File: src/rtl/frogger_pkg.sv
// Shared constants, state/direction types and lane wrap arithmetic for the Frogger game sequencer.
// Pure definitions: no latency, no backpressure.
package frogger_pkg;

  localparam int NUM_LANES   = 5;
  localparam int SCREEN_W    = 640;
  localparam int FROG_STEP   = 16;
  localparam int START_LIVES = 3;
  localparam int HIT_FRAMES  = 60;

  localparam logic [9:0] FROG_START_COL = 10'd320;

  localparam logic [2:0] ST_IDLE = 3'd0;
  localparam logic [2:0] ST_PLAY = 3'd1;
  localparam logic [2:0] ST_HIT  = 3'd2;
  localparam logic [2:0] ST_OVER = 3'd3;

  typedef enum logic [2:0] {
    S_IDLE = ST_IDLE,
    S_PLAY = ST_PLAY,
    S_HIT  = ST_HIT,
    S_OVER = ST_OVER
  } game_state_e;

  typedef enum logic {
    DIR_R = 1'b0,
    DIR_L = 1'b1
  } lane_dir_e;

  localparam logic [2:0] LANE_SPEED [0:NUM_LANES-1] = '{3'd1, 3'd2, 3'd3, 3'd2, 3'd4};
  localparam lane_dir_e  LANE_DIR   [0:NUM_LANES-1] = '{DIR_R, DIR_L, DIR_R, DIR_L, DIR_R};

  // One wrap-around scroll step; the 11-bit sum keeps off+speed from overflowing before the wrap.
  function automatic logic [9:0] lane_step(input logic [9:0] off, input logic [2:0] speed,
                                           input lane_dir_e dir);
    logic [10:0] wide;
    logic [10:0] sp;
    sp = {8'd0, speed};
    if (dir == DIR_R) begin
      wide = {1'b0, off} + sp;
      if (wide >= 11'(SCREEN_W)) wide = wide - 11'(SCREEN_W);
    end else if ({1'b0, off} < sp) begin
      wide = {1'b0, off} + 11'(SCREEN_W) - sp;
    end else begin
      wide = {1'b0, off} - sp;
    end
    return wide[9:0];
  endfunction

endpackage

File: src/rtl/frogger_game_ctrl_if.sv
// Control/status bundle between the game sequencer (slave) and its environment (master).
// Plain wires: no latency, no backpressure (all inputs are single-cycle pulses or levels).
interface frogger_game_ctrl_if;
  import frogger_pkg::*;

  logic                     frame_tick;
  logic                     btn_start;
  logic                     btn_up;
  logic                     btn_down;
  logic                     btn_left;
  logic                     btn_right;
  logic                     collision;
  logic [NUM_LANES*10-1:0]  lane_off;
  logic [9:0]               frog_col;
  logic [2:0]               frog_row;
  logic [1:0]               lives;
  logic [7:0]               score;
  logic [2:0]               game_state;

  modport slave (
    input  frame_tick, btn_start, btn_up, btn_down, btn_left, btn_right, collision,
    output lane_off, frog_col, frog_row, lives, score, game_state
  );

  modport master (
    output frame_tick, btn_start, btn_up, btn_down, btn_left, btn_right, collision,
    input  lane_off, frog_col, frog_row, lives, score, game_state
  );

endinterface

File: src/rtl/frogger_lane_mover.sv
// One car-lane scroll offset register; clr zeroes it, adv steps it by speed with wrap at SCREEN_W.
// Result visible the cycle after clr/adv; no backpressure.
module frogger_lane_mover
  import frogger_pkg::*;
(
  input  logic       clk,
  input  logic       rst,
  input  logic       clr,
  input  logic       adv,
  input  logic [2:0] speed,
  input  lane_dir_e  dir,
  output logic [9:0] off
);

  always_ff @(posedge clk) begin
    if (rst || clr) begin
      off <= 10'd0;
    end else if (adv) begin
      off <= lane_step(off, speed, dir);
    end
  end

endmodule

File: src/rtl/frogger_game_ctrl.sv
// Frogger game sequencer: game FSM, frog position, lives/score, hit timer and lane scrolling.
// Every output registered, updating one cycle after its triggering input; inputs are never stalled.
module frogger_game_ctrl
  import frogger_pkg::*;
(
  input  logic                clk,
  input  logic                rst,
  frogger_game_ctrl_if.slave  bus
);

  localparam int          HIT_W    = $clog2(HIT_FRAMES + 1);
  localparam logic [HIT_W-1:0] HIT_LAST = HIT_W'(HIT_FRAMES - 1);
  localparam logic [2:0]  GOAL_ROW = 3'(NUM_LANES + 1);
  localparam logic [9:0]  STEP     = 10'(FROG_STEP);
  localparam logic [9:0]  COL_MAX  = 10'(SCREEN_W - FROG_STEP);
  localparam logic [1:0]  LIVES_INIT = 2'(START_LIVES);

  game_state_e        state_q, state_d;
  logic [9:0]         col_q, col_d;
  logic [2:0]         row_q, row_d;
  logic [1:0]         lives_q, lives_d;
  logic [7:0]         score_q, score_d;
  logic [HIT_W-1:0]   hit_cnt_q, hit_cnt_d;
  logic               lane_clr;
  logic               lane_adv;
  logic [NUM_LANES*10-1:0] lane_off_w;

  always_ff @(posedge clk) begin
    if (rst) begin
      state_q   <= S_IDLE;
      col_q     <= FROG_START_COL;
      row_q     <= 3'd0;
      lives_q   <= 2'd0;
      score_q   <= 8'd0;
      hit_cnt_q <= '0;
    end else begin
      state_q   <= state_d;
      col_q     <= col_d;
      row_q     <= row_d;
      lives_q   <= lives_d;
      score_q   <= score_d;
      hit_cnt_q <= hit_cnt_d;
    end
  end

  always_comb begin
    state_d   = state_q;
    col_d     = col_q;
    row_d     = row_q;
    lives_d   = lives_q;
    score_d   = score_q;
    hit_cnt_d = hit_cnt_q;
    lane_clr  = 1'b0;
    lane_adv  = 1'b0;

    case (state_q)
      S_IDLE: begin
        if (bus.btn_start) begin
          state_d  = S_PLAY;
          lives_d  = LIVES_INIT;
          score_d  = 8'd0;
          lane_clr = 1'b1;
          col_d    = FROG_START_COL;
          row_d    = 3'd0;
        end
      end

      S_PLAY: begin
        if (bus.frame_tick && bus.collision) begin
          // A hit swallows any move pressed in the same cycle.
          state_d   = S_HIT;
          lives_d   = (lives_q != 2'd0) ? lives_q - 2'd1 : 2'd0;
          hit_cnt_d = '0;
        end else begin
          lane_adv = bus.frame_tick;
          if (bus.btn_up) begin
            if (row_q == GOAL_ROW - 3'd1) begin
              score_d = (score_q == 8'hFF) ? score_q : score_q + 8'd1;
              row_d   = 3'd0;
              col_d   = FROG_START_COL;
            end else begin
              row_d = row_q + 3'd1;
            end
          end else if (bus.btn_down) begin
            if (row_q != 3'd0) row_d = row_q - 3'd1;
          end else if (bus.btn_left) begin
            if (col_q >= STEP) col_d = col_q - STEP;
          end else if (bus.btn_right) begin
            if (col_q <= COL_MAX - STEP) col_d = col_q + STEP;
          end
        end
      end

      S_HIT: begin
        if (bus.frame_tick) begin
          if (hit_cnt_q == HIT_LAST) begin
            if (lives_q == 2'd0) begin
              state_d = S_OVER;
            end else begin
              state_d = S_PLAY;
              col_d   = FROG_START_COL;
              row_d   = 3'd0;
            end
          end else begin
            hit_cnt_d = hit_cnt_q + 1'b1;
          end
        end
      end

      S_OVER: begin
        if (bus.btn_start) state_d = S_IDLE;
      end

      default: state_d = S_IDLE;
    endcase
  end

  for (genvar i = 0; i < NUM_LANES; i++) begin : g_lane
    frogger_lane_mover u_lane (
      .clk   (clk),
      .rst   (rst),
      .clr   (lane_clr),
      .adv   (lane_adv),
      .speed (LANE_SPEED[i]),
      .dir   (LANE_DIR[i]),
      .off   (lane_off_w[10*i +: 10])
    );
  end

  assign bus.lane_off   = lane_off_w;
  assign bus.frog_col   = col_q;
  assign bus.frog_row   = row_q;
  assign bus.lives      = lives_q;
  assign bus.score      = score_q;
  assign bus.game_state = state_q;

endmodule

File: src/flat_wrapper.sv
// flat-port wrapper written by rule: the top's interface ports become plain ports
module frogger_game_ctrl_flat import frogger_pkg::*;
  (clk, rst, bus_frame_tick, bus_btn_start, bus_btn_up, bus_btn_down, bus_btn_left, bus_btn_right, bus_collision, bus_lane_off, bus_frog_col, bus_frog_row, bus_lives, bus_score, bus_game_state);
  frogger_game_ctrl_if bus_i ();
  input  logic clk;
  input  logic rst;
  input wire logic [$bits(bus_i.frame_tick)-1:0] bus_frame_tick;
  input wire logic [$bits(bus_i.btn_start)-1:0] bus_btn_start;
  input wire logic [$bits(bus_i.btn_up)-1:0] bus_btn_up;
  input wire logic [$bits(bus_i.btn_down)-1:0] bus_btn_down;
  input wire logic [$bits(bus_i.btn_left)-1:0] bus_btn_left;
  input wire logic [$bits(bus_i.btn_right)-1:0] bus_btn_right;
  input wire logic [$bits(bus_i.collision)-1:0] bus_collision;
  output wire logic [$bits(bus_i.lane_off)-1:0] bus_lane_off;
  output wire logic [$bits(bus_i.frog_col)-1:0] bus_frog_col;
  output wire logic [$bits(bus_i.frog_row)-1:0] bus_frog_row;
  output wire logic [$bits(bus_i.lives)-1:0] bus_lives;
  output wire logic [$bits(bus_i.score)-1:0] bus_score;
  output wire logic [$bits(bus_i.game_state)-1:0] bus_game_state;
  assign bus_i.frame_tick = bus_frame_tick;
  assign bus_i.btn_start = bus_btn_start;
  assign bus_i.btn_up = bus_btn_up;
  assign bus_i.btn_down = bus_btn_down;
  assign bus_i.btn_left = bus_btn_left;
  assign bus_i.btn_right = bus_btn_right;
  assign bus_i.collision = bus_collision;
  assign bus_lane_off = bus_i.lane_off;
  assign bus_frog_col = bus_i.frog_col;
  assign bus_frog_row = bus_i.frog_row;
  assign bus_lives = bus_i.lives;
  assign bus_score = bus_i.score;
  assign bus_game_state = bus_i.game_state;
  frogger_game_ctrl u_core (.clk(clk), .rst(rst), .bus(bus_i));
endmodule
File: config.mk
export PLATFORM = sky130hd
export DESIGN_NAME = frogger_game_ctrl_flat
export DESIGN_NICKNAME = d
export VERILOG_FILES = /design/src/rtl/frogger_pkg.sv /design/src/rtl/frogger_game_ctrl_if.sv /design/src/rtl/frogger_lane_mover.sv /design/src/rtl/frogger_game_ctrl.sv /design/src/flat_wrapper.sv
export SDC_FILE = /design/constraint.sdc
export NUM_CORES = 1
export LEC_CHECK = 0
export ABC_AREA = 1
export BUFFER_PORTS_ARGS = -buffer_cell sky130_fd_sc_hd__buf_4
export CORE_ASPECT_RATIO = 0.75
export CORE_MARGIN = 2
export CORE_UTILIZATION = 35
export CTS_CLUSTER_DIAMETER = 40
export CTS_CLUSTER_SIZE = 25
export DETAILED_ROUTE_END_ITERATION = 10
export PLACE_DENSITY = 0.54
export SLEW_MARGIN = 20
export SYNTH_ARGS = -nofsm -noshare
export SYNTH_HDL_FRONTEND = slang
export SYNTH_SLANG_ARGS = --single-unit
File: constraint.sdc
create_clock -name clk -period 2.5 [get_ports clk]
set_input_delay 0.5 -clock clk [delete_from_list [all_inputs] [get_ports clk]]
set_output_delay 0.5 -clock clk [all_outputs]
set_load 0.005 [all_outputs]
# Word level (Yosys, flattened, before mapping)
# Index checks and enable logic that the tools add are counted.
word_totals:
  register_bits: 82
  input_bits: 9
  out_inout_bits: 76
  wordCells: 128
op_classes:
  add_sub_neg: 19
  n_lt_le_gt_ge: 7
  n_eq_ne: 24
  mux: 52
  n_reduce_logical: 15
ops:
  columns: ["cell", "n"]
  rows:
  - ["10-bit 2-to-1 mux", 17]
  - ["8-bit 2-to-1 mux", 5]
  - ["10-bit by 2-bit subtractor with 10-bit output (second input constant)", 4]
  - ["3-bit 2-to-1 mux", 13]
  - ["11-bit by 10-bit greater-or-equal comparator with 1-bit output (second input constant)", 3]
  - ["10-bit case mux with 3 select lines", 1]
  - ["10-bit subtractor (second input constant)", 3]
  - ["10-bit adder (second input constant)", 2]
  - ["10-bit by 2-bit < comparator with 1-bit output (second input constant)", 2]
  - ["6-bit 2-to-1 mux", 3]
  - ["2-bit inequality test (second input constant)", 8]
  - ["8-bit case mux with 2 select lines", 1]
  - ["3-bit case mux with 4 select lines", 1]
  - ["6-bit case mux with 2 select lines", 1]
  - ["10-bit by 1-bit adder with 11-bit output (second input constant)", 1]
  - ["10-bit by 2-bit adder with 11-bit output (second input constant)", 1]
  - ["10-bit by 3-bit adder with 11-bit output (second input constant)", 1]
  - ["11-bit AND reduction", 1]
  - ["10-bit by 5-bit adder with 10-bit output (second input constant)", 1]
  - ["10-bit by 5-bit greater-or-equal comparator with 1-bit output (second input constant)", 1]
  - ["10-bit <= comparator (second input constant)", 1]
  - ["10-bit by 5-bit subtractor with 10-bit output (second input constant)", 1]
  - ["3-bit case mux with 3 select lines", 1]
  - ["8-bit by 1-bit adder with 8-bit output (second input constant)", 1]
  - ["other kinds (28)", 43]

# Logic depth before layout (Yosys ltp)
# Gate-level depths: netlist of run 1.
depth:
  depth_word: 8
  depth_mapped: 14
  ltp_nobuf: 14

# By module
# Synthesis of run 1 repeated with hierarchy kept, for this count alone.
unflattened:
  hier_cells: 1547
  area_unflattened_um2: 10098.4
modules_own_cells:
  columns: ["module", "n_inst", "cells_each", "area_each_um2"]
  rows:
  - ["frogger_lane_mover at u_core.g_lane[0].u_lane ...", 3, 251, 1627.8]
  - ["frogger_game_ctrl", 1, 294, 1933.1]
  - ["frogger_lane_mover at u_core.g_lane[2].u_lane", 1, 257, 1671.6]
  - ["frogger_lane_mover at u_core.g_lane[1].u_lane", 1, 243, 1610.3]

# Worst setup path after synthesis of run 1
# No wires, ideal clock.
synth_path:
  kind: "register to register"
  start: "reg u_core.g_lane[2].u_lane.off[0]"
  end: "reg u_core.g_lane[2].u_lane.off[7]"
  setup_time_ns: 0.113
  arrival_time_ns: 1.804
  required_ns: 2.387
  path_slack_ns: 0.583
  stages_incl_launch_ff: 13
  n_path_buf: 0
  synth_period_minus_slack_ns: 1.917
  cell_sequence: "dfxtp_1 -> inv_1 -> ha_1 -> nor2_2 -> nand3b_1 -> nand2_1 -> inv_1 -> ha_1 -> or2_1 -> nand3_1 -> nor2_1 -> o21ai_1 -> inv_1"
synth_via:
  elab_chain_cells: 3
synth_lines:
  columns: ["item", "line_no", "text"]
  rows:
  - ["from (decl)", "frogger_lane_mover.sv:12", "output logic [9:0] off"]
  - ["from (signal assigned)", "frogger_lane_mover.sv:19", "off <= lane_step(off, speed, dir);"]
  - ["10-bit by 2-bit adder with 11-bit output (*)", "frogger_pkg.sv:40", "wide = {1'b0, off} + sp;"]
  - ["10-bit subtractor or 11-bit by 10-bit greater-or-equal comparator with 1-bit output (tied branches)", "frogger_pkg.sv:41", "if (wide >= 11'(SCREEN_W)) wide = wide - 11'(SCREEN_W);"]
  - ["10-bit 2-to-1 mux (*)", "frogger_pkg.sv:41", null]
# Mark *: on every way between the ends. The rest lies on a longest branch, timed or not.
# A chain may end at the register's enable or synchronous reset.

# Worst setup path after layout of run 1
# Ends and elaborated chain as after synthesis.

==> flow_summary_export.csv, run 1 <==
group,metric,value,unit
status,outcome,"finished, final reports clean",
min_path,worstHoldStart,"rst",
sta,fin_setup_tns,0,ns
pwr,p_leak,2.46,nW
sta,max_clock_freq,472,MHz
sta,maxSlewViolCount,0,
sta,period_share,0.847,
cells_and_area,fin_area,5420,µm²
sta,final.min_clock_period,2.12,ns
yosys,yosys.area.top_type,"dfxtp_1",
global_route,grt.overflow.total,0,
sta,max_slew_margin,0.595,
cts,cts-root-buf,"clkbuf_16",
cts,hold_buffers,0,
cells_and_area,final_cell_mix,"nand2_1, inv_1, buf_4",
floorplanning,io_pins,85,
yosys,netlist_area,4440,µm²
critical_path,cp_max_fo,5,
floorplanning,rows,35,
yosys,ys_seq_area_frac,0.329,
cells_and_area,post-route-util,0.439,
min_path,hold_class,"input port to flip-flop",
pwr,power,3.98,mW
min_path,hold_path_end,"u_core.bus.score[1]",
yosys,synth_cell_type_count,49,
routing,first_pass_iters,4,
floorplanning,die_w,134,µm
cells_and_area,syn2layout_area_growth,22.0,%
global_route,first_global_vias,3914,
cells_and_area,antenna_cells,0,
cts,htreeDepth,3,
cts,cts_resized,0,
global_route,grt_pass1_wl,18300,µm
critical_path,cp_data_arrival_time,2.34,ns
sta,setup_viol,0,
global_route,grt_use_total,0.165,
routing,postRouteAntennaNets,0,
yosys,ys_warn_count,0,
sta,clock-skew-final,0.00695,ns
routing,drt_iter0_markers,244,
placed_design,place.gp.congestion,0.893,
critical_path,r2r_end,"u_core.g_lane[2].u_lane.off[7]",
sta,rsz0062_at_grt,"false",
yosys,ys_seq_elements,73,
cts,cts_buffer_depth,2,
yosys,syn_inst,656,
routing,drc,0,
yosys,synth_top_area_frac,0.329,
critical_path,r2r_slack,0.38,ns
cells_and_area,fillers,1280,
critical_path,cp-end-kind,"flip-flop",
routing,viasPerCell,4.79,
placed_design,pre_cts_ws,0.402,ns
cts,cts_setup_buffers,0,
cts,cts.clk_slew.worst_paths,0.06,ns
cells_and_area,mostFrequentLayoutCell,"nand2_1",
cts,numClockSinks,73,
sta,worst_slew_pin_slew,0.607,ns
min_path,whs_path_depth,2,
routing,routedWlPerCell,12.2,µm
cts,clk_latency,0.32,ns
cts,tritoncts,"yes",
placed_design,post-dp-hpwl,8200,µm
floorplanning,die_area,13600,µm²
yosys,syn_avg_cell_area,6.77,µm²
yosys,synthTopCellsByArea,"dfxtp_1, nand2_1, inv_1",
placed_design,io_buffers,75,
floorplanning,coreArea,12300,µm²
cts,cts_buffers,9,
global_route,grt_max_degree,48,
cells_and_area,fin_nets,760,
global_route,grt_antenna_before_repair,0,
critical_path,r2r_start,"u_core.g_lane[2].u_lane.off[0]",
cells_and_area,drive_above_1_share,0.172,
sta,hold_viol,0,
routing,wl,11000,µm
floorplanning,start_util,0.360,
critical_path,worstSetupPathType,"flip-flop to flip-flop",
critical_path,start_kind,"flip-flop",
routing,num_vias,4310,
sta,layout_setup_ws,0.383,ns
critical_path,required,2.72,ns
placed_design,dpl_cell_area,5130,µm²
floorplanning,dieHeight,102,µm
flow_run,cap_violations,0,
pwr,p_per_area,734,nW/µm²
pwr,ir_drop,0.382,mV
critical_path,reg2reg_depth,12,
-- logic make-up after synthesis --
logic type / count (synthesis) / synth area share
DFF: 73 / 0.329
and+or+nand+nor: 294 / 0.294
buffers and inverters: 118 / 0.114
other: 1 / 0.000844
AOI/OAI and AO/OA: 136 / 0.175
adders and majority gates: 22 / 0.0619
xor gates and xnor gates: 12 / 0.0253
-- worst max-delay path, stage by stage, from the launching register on --
cell and delay, ns:
dfxtp_1 0.38, inv_1 0.10, ha_1 0.24, nor2_2 0.21, nand3b_1 0.10, nand2_1 0.10, inv_1 0.06, ha_1 0.19
or2_1 0.26, nand3_1 0.14, nor2_1 0.06, o21ai_1 0.13, inv_1 0.05
-- cells in the mapped netlist, drive strengths merged --
library cell / number
nand2: 141
inv: 93
nor2: 76
dfxtp: 73
a21oi: 59
o21ai: 52
nand3: 38
buf: 22
ha: 22
nand4: 14
nor3: 9
xor2: 9
a31oi: 7
or2: 6
nand3b: 5
a211oi: 4
o211ai: 4
o21a: 3
xnor2: 3
and3: 2
clkbuf: 2
o22ai: 2
a21o: 1
clkinv: 1
conb: 1
nor3b: 1
nor4: 1
o211a: 1
o21bai: 1
o22a: 1
o31ai: 1
or3: 1
-- worst max-delay path by stage --
stage | from | end | slack [ns] | cells past startpoint
after global routing | u_core.g_lane[4].u_lane.off[2] | u_core.g_lane[4].u_lane.off[7] | 0.17 | 12
after floorplan | u_core.g_lane[2].u_lane.off[0] | u_core.g_lane[2].u_lane.off[7] | 0.58 | 12
after global placement | u_core.g_lane[2].u_lane.off[0] | u_core.g_lane[2].u_lane.off[7] | 0.51 | 12
final | u_core.g_lane[2].u_lane.off[0] | u_core.g_lane[2].u_lane.off[7] | 0.38 | 12
after detailed placement | u_core.g_lane[2].u_lane.off[0] | u_core.g_lane[2].u_lane.off[7] | 0.40 | 12
after CTS | u_core.g_lane[2].u_lane.off[0] | u_core.g_lane[2].u_lane.off[7] | 0.39 | 12
-- metrics by stage --
step	std cells	hold WS, ns
final	900	0.422
after global routing	900	0.411
after CTS	900	0.411
after detailed placement	884	0.453
after global placement	884	0.444
after floorplan	664	0.427
-- report_power, final --
| group | switching [mW] | internal [mW] | total (mW) |
|---|---|---|---|
| Combinational | 0.767 | 0.482 | 1.25 |
| Sequential | 0.169 | 1.29 | 1.46 |
| Clock | 0.475 | 0.798 | 1.27 |
-- state kept, by name, indices dropped and copies added (netlist names) --
signal / flops
u_core.bus.score: 8
u_core.bus.frog_row: 3
u_core.g_lane.u_lane.off: 46
u_core.bus.frog_col: 6
u_core.bus.game_state: 2
u_core.bus.lives: 2
u_core.hit_cnt_q: 6
-- routing by layer --
metal / routed length, µm / global-route usage / part of all wire / vias to the layer above
met5: 0 / 0 / 0 / -
li1: - / - / - / 2270
met2: 4870 / 0.270 / 0.44 / 96
met4: 63 / 0.0421 / 0.0057 / 0
met3: 436 / 0.0370 / 0.040 / 4
met1: 5590 / 0.223 / 0.51 / 1940
-- area by class of cell --
cell class	instances	area, µm²	share of cell area
clock buffer	13	250	0.0461
clock inverter	3	40.0	0.00738
inverter	94	359	0.0662
multi-input combinational	473	2510	0.462
sequential	73	1460	0.269
tap	166	208	0.0383
timing repair buffer	78	598	0.110
Power figures use the tool's default switching activity.
==> inputs of run 2 (changes only) <==
--- a/config.mk
+++ b/config.mk
@@ -5,7 +5,7 @@
 export SDC_FILE = /design/constraint.sdc
 export NUM_CORES = 1
 export LEC_CHECK = 0
-export ABC_AREA = 1
+export ABC_AREA = 0
 export BUFFER_PORTS_ARGS = -buffer_cell sky130_fd_sc_hd__buf_4
 export CORE_ASPECT_RATIO = 0.75
 export CORE_MARGIN = 2
@@ -13,7 +13,7 @@
 export CTS_CLUSTER_DIAMETER = 40
 export CTS_CLUSTER_SIZE = 25
 export DETAILED_ROUTE_END_ITERATION = 10
-export PLACE_DENSITY = 0.54
+export PLACE_DENSITY = 0.56
 export SLEW_MARGIN = 20
 export SYNTH_ARGS = -nofsm -noshare
 export SYNTH_HDL_FRONTEND = slang
==> constraint.sdc (replaced) <==
create_clock -name clk -period 1.9 [get_ports clk]
set_input_delay 0.38 -clock clk [delete_from_list [all_inputs] [get_ports clk]]
set_output_delay 0.38 -clock clk [all_outputs]
set_load 0.005 [all_outputs]
==> flow_summary_export.csv, run 2 <==
group,metric,value,unit
routing,first_pass_iters,5,
critical_path,start_kind,"flip-flop",
cells_and_area,largest_reg_flops,46,
status,failed_checks,"setup timing",
cts,clk_latency,0.34,ns
cts,numClockSinks,73,
yosys,ys_seq_area_frac,0.330,
yosys,syn_avg_cell_area,7.93,µm²
cells_and_area,drive_above_1_share,0.340,
yosys,synthArstFlopShare,0,
critical_path,worstSetupStartpoint,"u_core.g_lane[2].u_lane.off[1]",
yosys,synth_top_area_frac,0.330,
floorplanning,io_pins,85,
cts,cts_buffer_depth,2,
cells_and_area,fin_nets,737,
cells_and_area,syn2layout_area_growth,42.6,%
pwr,ir_drop,0.403,mV
cts,cts.clk_slew.worst_paths,0.06,ns
yosys,synthFlopType,"dfxtp_1",
yosys,synthTopCellsByCount,"nor2_1, dfxtp_1, nand2_1, xnor2_1, nor3_1",
yosys,netlist_area,4430,µm²
min_path,worstHoldStart,"rst",
sta,layout_setup_ws,-0.376,ns
placed_design,io_buffers,75,
sta,setup_viol,5,
cts,tritoncts,"yes",
routing,postRouteAntennaNets,0,
floorplanning,die_w,134,µm
cells_and_area,mostFrequentLayoutCell,"buf_4",
routing,routedWlPerCell,13.9,µm
sta,max_slew_margin,0.671,
placed_design,post-dp-hpwl,9120,µm
critical_path,path_cells,"inv_4, ha_4, or3b_1, a311oi_1, a31oi_1, or4_4, a21o_1, mux2_4",
sta,hold_viol,0,
sta,clock-skew-final,0.0102,ns
yosys,synth_cell_type_count,56,
cts,htreeDepth,3,
yosys,syn_inst,559,
status,outcome,"complete, but fails checks",
global_route,grt.overflow.total,0,
cells_and_area,final_cell_mix,"buf_4, nor2_1, dfxtp_1",
floorplanning,die_area,13600,µm²
pwr,p_leak,2.56,nW
cells_and_area,antenna_cells,0,
yosys,yosys.area.top_type,"dfxtp_1",
global_route,grt_max_degree,41,
sta,fin_setup_tns,-1.04,ns
routing,num_vias,4434,
critical_path,critical_path.slowest_cell,"or4_4",
global_route,grt_use_total,0.180,
pwr,p_per_area,626,nW/µm²
yosys,ys_warn_count,0,
floorplanning,dieHeight,101,µm
global_route,first_global_vias,4144,
cts,cts_buffers,9,
routing,drc,0,
placed_design,place.gp.congestion,0.876,
sta,period_share,1.20,
cells_and_area,largest_register,"u_core.g_lane.u_lane.off",
critical_path,max_stage_delay,0.47,ns
yosys,synth.most_common_cell,"nor2_1",
critical_path,required,2.12,ns
sta,rsz0062_at_grt,"true",
cells_and_area,register_area,1490,µm²
routing,wl,12200,µm
critical_path,cp_data_arrival_time,2.50,ns
yosys,ys_seq_elements,73,
sta,maxSlewViolCount,0,
floorplanning,coreArea,12300,µm²
routing,viasPerCell,5.06,
critical_path,worstSetupPathType,"flip-flop to flip-flop",
placed_design,pre_cts_ws,-0.363,ns
routing,drt_iter0_markers,172,
global_route,grt_pass1_wl,19800,µm
sta,worst_slew_pin_slew,0.482,ns
cells_and_area,multi_input_area,2980,µm²
floorplanning,rows,35,
flow_run,cap_violations,0,
min_path,hold_class,"input port to flip-flop",
yosys,synthTopCellsByArea,"dfxtp_1, nor2_1, xnor2_1",
critical_path,cp-end-kind,"flip-flop",
global_route,grt_antenna_before_repair,0,
yosys,synth_edf_count,0,
floorplanning,start_util,0.360,
cells_and_area,fillers,1180,
sta,max_clock_freq,439,MHz
critical_path,cp_max_fo,4,
cts,cts-root-buf,"clkbuf_16",
sta,final.min_clock_period,2.28,ns
critical_path,r2r_start,"u_core.g_lane[2].u_lane.off[1]",
-- run 2: power breakdown --
part / internal, mW / switching [mW]
Sequential: 1.56 / 0.0388
Clock: 1.15 / 0.661
Combinational: 0.257 / 0.293
-- run 2: area by class of cell --
| class | count | area share |
|---|---|---|
| Multi-Input combinational cell | 436 | 0.472 |
| Sequential cell | 73 | 0.235 |
| Timing Repair Buffer | 163 | 0.195 |
| Clock buffer | 9 | 0.0356 |
| Tap cell | 166 | 0.0328 |
| Clock inverter | 7 | 0.0150 |
| Inverter | 23 | 0.0144 |
-- run 2: repair_timing --
action,in CTS,in global routing
gates cloned,0,1
endpoints found under the setup margin,10,21
gates resized for setup,12,37
setup buffers,4,2
pin swaps,8,10
hold buffers,0,0
-- run 2: per-layer routing --
layer / vias to the layer above / wire length, µm / part of all wire / GRT usage
li1: 2248 / - / - / -
met1: 2083 / 6060 / 0.50 / 0.241
met2: 90 / 5550 / 0.45 / 0.289
met3: 13 / 480 / 0.039 / 0.0385
met4: 0 / 131 / 0.011 / 0.0597
met5: - / 0 / 0 / 0
-- run 2: path summary, 6_finish.rpt --
path                                    endpoint  slack [ns]  cells after the start
setup / recovery  u_core.g_lane[2].u_lane.off[8]       -0.38                      8
hold / removal            u_core.bus.frog_row[1]        0.31                      2
setup reg to reg  u_core.g_lane[2].u_lane.off[8]       -0.38                      8
hold reg to reg              u_core.hit_cnt_q[1]        0.49                      2
-- run 2: metrics by stage --
stage | cell area, µm² | instances | utilization | power, mW | hold WS [ns]
final | 6320 | 877 | 0.514 | 3.96 | 0.309
after global routing | 6320 | 877 | 0.514 | 4.16 | 0.322
after CTS | 6160 | 874 | 0.500 | 4.00 | 0.299
after detailed placement | 5750 | 854 | 0.468 | 2.15 | 0.483
after global placement | 5750 | 854 | 0.468 | 2.14 | 0.478
after floorplan | 4570 | 567 | - | 1.94 | 0.458
-- run 2: logic make-up after synthesis --
group / after synthesis / share of synthesized area
xor gates and xnor gates: 57 / 0.113
adders and majority gates: 22 / 0.0621
and+or+nand+nor: 232 / 0.253
other: 1 / 0.000846
AOI/OAI and AO/OA: 103 / 0.155
DFF: 73 / 0.330
muxes: 12 / 0.0282
buffers and inverters: 59 / 0.0581
-- run 2: worst max-delay path, delay by kind of cell (launching register included) --
| family | cells | cell delay, ns |
|---|---|---|
| compound gates | 3 | 0.49 |
| fa+ha+maj | 1 | 0.14 |
| buf+inv | 1 | 0.06 |
| flops | 1 | 0.36 |
| mux | 1 | 0.30 |
| simple gates | 2 | 0.81 |
==> inputs of run 3 (changes only) <==
--- a/config.mk
+++ b/config.mk
@@ -13,8 +13,9 @@
 export CTS_CLUSTER_DIAMETER = 40
 export CTS_CLUSTER_SIZE = 25
 export DETAILED_ROUTE_END_ITERATION = 10
-export PLACE_DENSITY = 0.56
+export PLACE_DENSITY = 0.52
 export SLEW_MARGIN = 20
 export SYNTH_ARGS = -nofsm -noshare
 export SYNTH_HDL_FRONTEND = slang
+export SYNTH_HIERARCHICAL = 1
 export SYNTH_SLANG_ARGS = --single-unit
==> flow_summary_export.csv, run 3 <==
group,metric,value,unit
sta,setup_viol,26,
routing,drc,0,
cells_and_area,post-route-util,0.507,
pwr,switchingPower,1.97,mW
floorplanning,die_area,29500,µm²
yosys,yosys.area.top_type,"ha_1",
critical_path,r2r_slack,-0.57,ns
cells_and_area,fin_nets,1762,
floorplanning,io_pins,85,
cells_and_area,final_cells,1964,
yosys,synth.most_common_cell,"inv_1",
sta,maxSlewViolCount,0,
floorplanning,die_w,198,µm
critical_path,max_stage_delay,0.36,ns
yosys,synthTopCellsByArea,"ha_1, dfxtp_1, xnor2_1",
pwr,p_per_area,392,nW/µm²
yosys,synthTopCellsByCount,"inv_1, ha_1, nand2_1, nor2_1, xnor2_1",
critical_path,cp_max_fo,4,
routing,postRouteAntennaNets,0,
sta,worst_slew_pin_slew,0.554,ns
global_route,grt_antenna_before_repair,0,
critical_path,reg2reg_depth,11,
cells_and_area,mostFrequentLayoutCell,"buf_4",
min_path,worstHoldStart,"bus_btn_up",
critical_path,path_cells,"buf_6, fa_2, nor2b_4, o2111a_2, xnor2_2, ha_4, nand2b_4, and3_4, nor4_2, a32oi_1, o211ai_1",
global_route,grt_max_degree,28,
yosys,syn_inst,1257,
yosys,synth_top_area_frac,0.166,
floorplanning,coreArea,27900,µm²
pwr,p_clk_frac,0.329,
critical_path,cp_data_arrival_time,2.74,ns
pwr,pwr-share-comb,0.367,
critical_path,worstSetupStartpoint,"u_core/g_lane[0].u_lane/off[1]",
pwr,p_sw_frac,0.355,
cells_and_area,largest_register,"u_core/g_lane.u_lane/off",
cts,cts.clk_slew.worst_paths,0.07,ns
yosys,synth_xor_area_frac,0.0916,
yosys,synthArstFlopShare,0,
yosys,synth_top_family_by_area,"compound AO/OA/AOI/OAI gates",
min_path,hold_class,"input port to flip-flop",
placed_design,place.gp.congestion,0.875,
routing,drt_iter0_markers,597,
cells_and_area,antenna_cells,0,
flow_run,cap_violations,0,
yosys,netlist_area,9840,µm²
yosys,syn_avg_cell_area,7.83,µm²
floorplanning,rows,53,
routing,routedWlPerCell,15.6,µm
cts,htreeDepth,3,
pwr,intPower,3.57,mW
routing,first_pass_iters,6,
cells_and_area,syn2layout_area_growth,43.5,%
cts,clk_latency,0.35,ns
critical_path,r2r_start,"u_core/g_lane[0].u_lane/off[1]",
critical_path,start_kind,"flip-flop",
status,outcome,"complete, but fails checks",
pwr,ir_drop,0.375,mV
status,failed_checks,"setup timing",
critical_path,required,2.17,ns
placed_design,dpl_cell_area,13000,µm²
critical_path,worstSetupPathType,"flip-flop to flip-flop",
global_route,grt_use_total,0.205,
sta,final.min_clock_period,2.47,ns
yosys,synth_edf_count,0,
sta,clock-skew-final,0.0106,ns
cells_and_area,fin_area,14100,µm²
yosys,yosys.area_share.simple,0.214,
global_route,first_global_vias,9158,
yosys,synth_compound_area_frac,0.233,
sta,max_slew_margin,0.628,
yosys,synth_cell_type_count,93,
routing,wl,30600,µm
global_route,grt_pass1_wl,48700,µm
placed_design,io_buffers,79,
yosys,ys_seq_area_frac,0.157,
critical_path,crit_end,"u_core/g_lane[0].u_lane/off[8]",
cells_and_area,final_cell_mix,"buf_4, inv_1, ha_1",
sta,layout_setup_ws,-0.567,ns
cells_and_area,largest_reg_flops,50,
cells_and_area,drive_above_1_share,0.337,
pwr,p_leak,6.05,nW
critical_path,r2r_end,"u_core/g_lane[0].u_lane/off[8]",
floorplanning,start_util,0.353,
pwr,power,5.54,mW
cts,cts-root-buf,"clkbuf_16",
sta,hold_viol,0,
yosys,ys_warn_count,6,
cells_and_area,fillers,2643,
placed_design,dp_cells,1925,
cts,numClockSinks,77,
yosys,synthFlopType,"dfxtp_1",
cts,tritoncts,"yes",
yosys,synth_adder_area_share,0.207,
sta,fin_hold_ws,0.396,ns
routing,viasPerCell,5.09,
critical_path,cp-end-kind,"flip-flop",
sta,period_share,1.30,
routing,num_vias,10000,
placed_design,post-dp-hpwl,24000,µm
global_route,grt.overflow.total,0,
yosys,ys_seq_elements,77,
critical_path,critical_path.slowest_cell,"dfxtp_4",
floorplanning,dieHeight,149,µm
pwr,seqPwrFrac,0.304,
cts,cts_buffer_depth,2,
sta,rsz0062_at_grt,"true",
cts,cts_buffers,9,
yosys,synthMuxAreaShare,0.0193,
sta,max_clock_freq,405,MHz
==> run 3: how the worst min path moves through the flow <==
stage,end,slack [ns],depth (start not counted)
after floorplan,u_core/hit_cnt_q[5],0.47,2
after global placement,u_core/hit_cnt_q[5],0.50,2
after detailed placement,u_core/hit_cnt_q[5],0.50,2
after CTS,u_core/bus.frog_row[1],0.39,3
after global routing,u_core/bus.frog_row[1],0.41,3
final,u_core/bus.frog_row[1],0.40,3
==> run 3: timing repair <==
| item | CTS | global route |
|---|---|---|
| setup buffers | 9 | 18 |
| gates resized for setup | 54 | 85 |
| endpoints found under the setup margin | 28 | 39 |
| cloned | 0 | 1 |
| pin swaps | 55 | 61 |
| hold buffers | 0 | 0 |
==> run 3: final cells by class <==
| type | count | area, µm² | share of cell area |
|---|---|---|---|
| clock buffer | 10 | 250 | 0.0177 |
| clock inverter | 6 | 50.0 | 0.00354 |
| inverter | 132 | 500 | 0.0354 |
| multi-input combinational | 1050 | 8700 | 0.616 |
| sequential | 77 | 1590 | 0.112 |
| tap | 357 | 447 | 0.0316 |
| timing repair buffer | 332 | 2590 | 0.184 |
==> run 3: power by group through the flow <==
stage	combinational [mW]	sequential, mW	clock (mW)
after floorplan	1.14	1.74	0
after global placement	1.76	1.72	0
after detailed placement	1.76	1.72	0
after CTS	1.85	1.69	1.90
after global routing	2.22	1.69	1.94
final	2.03	1.68	1.83
==> run 3: kinds of logic after synthesis <==
| family | count (synthesis) |
|---|---|
| and+or+nand+nor | 403 |
| adders and majority gates | 151 |
| DFF | 77 |
| AOI/OAI and AO/OA | 317 |
| xor gates and xnor gates | 103 |
| muxes | 19 |
| other | 2 |
| buffers and inverters | 185 |
==> run 3: through the flow <==
stage,setup slack [ns],setup TNS (ns)
global placement,-0.594,-8.72
CTS,-0.601,-7.31
finish,-0.567,-7.21
detailed placement,-0.603,-9.01
floorplan,-0.454,-3.82
global route,-0.693,-9.85
==> run 3: routing by layer <==
| metal | vias to the layer above | wire, µm | global-route usage |
|---|---|---|---|
| met5 | - | 0 | 0 |
| met4 | 0 | 177 | 0.0323 |
| met3 | 8 | 1130 | 0.0240 |
| met2 | 194 | 12400 | 0.296 |
| met1 | 4679 | 16900 | 0.323 |
| li1 | 5123 | - | - |
==> run 3: critical path: cells and delay by family, from the launching register on <==
family | cells | cell delay (ns)
flip-flops | 1 | 0.36
AO/OA/AOI/OAI | 3 | 0.47
XOR/XNOR | 1 | 0.17
adder cells (fa/ha/maj) | 2 | 0.57
buffers and inverters | 1 | 0.12
AND/OR/NAND/NOR | 4 | 0.70
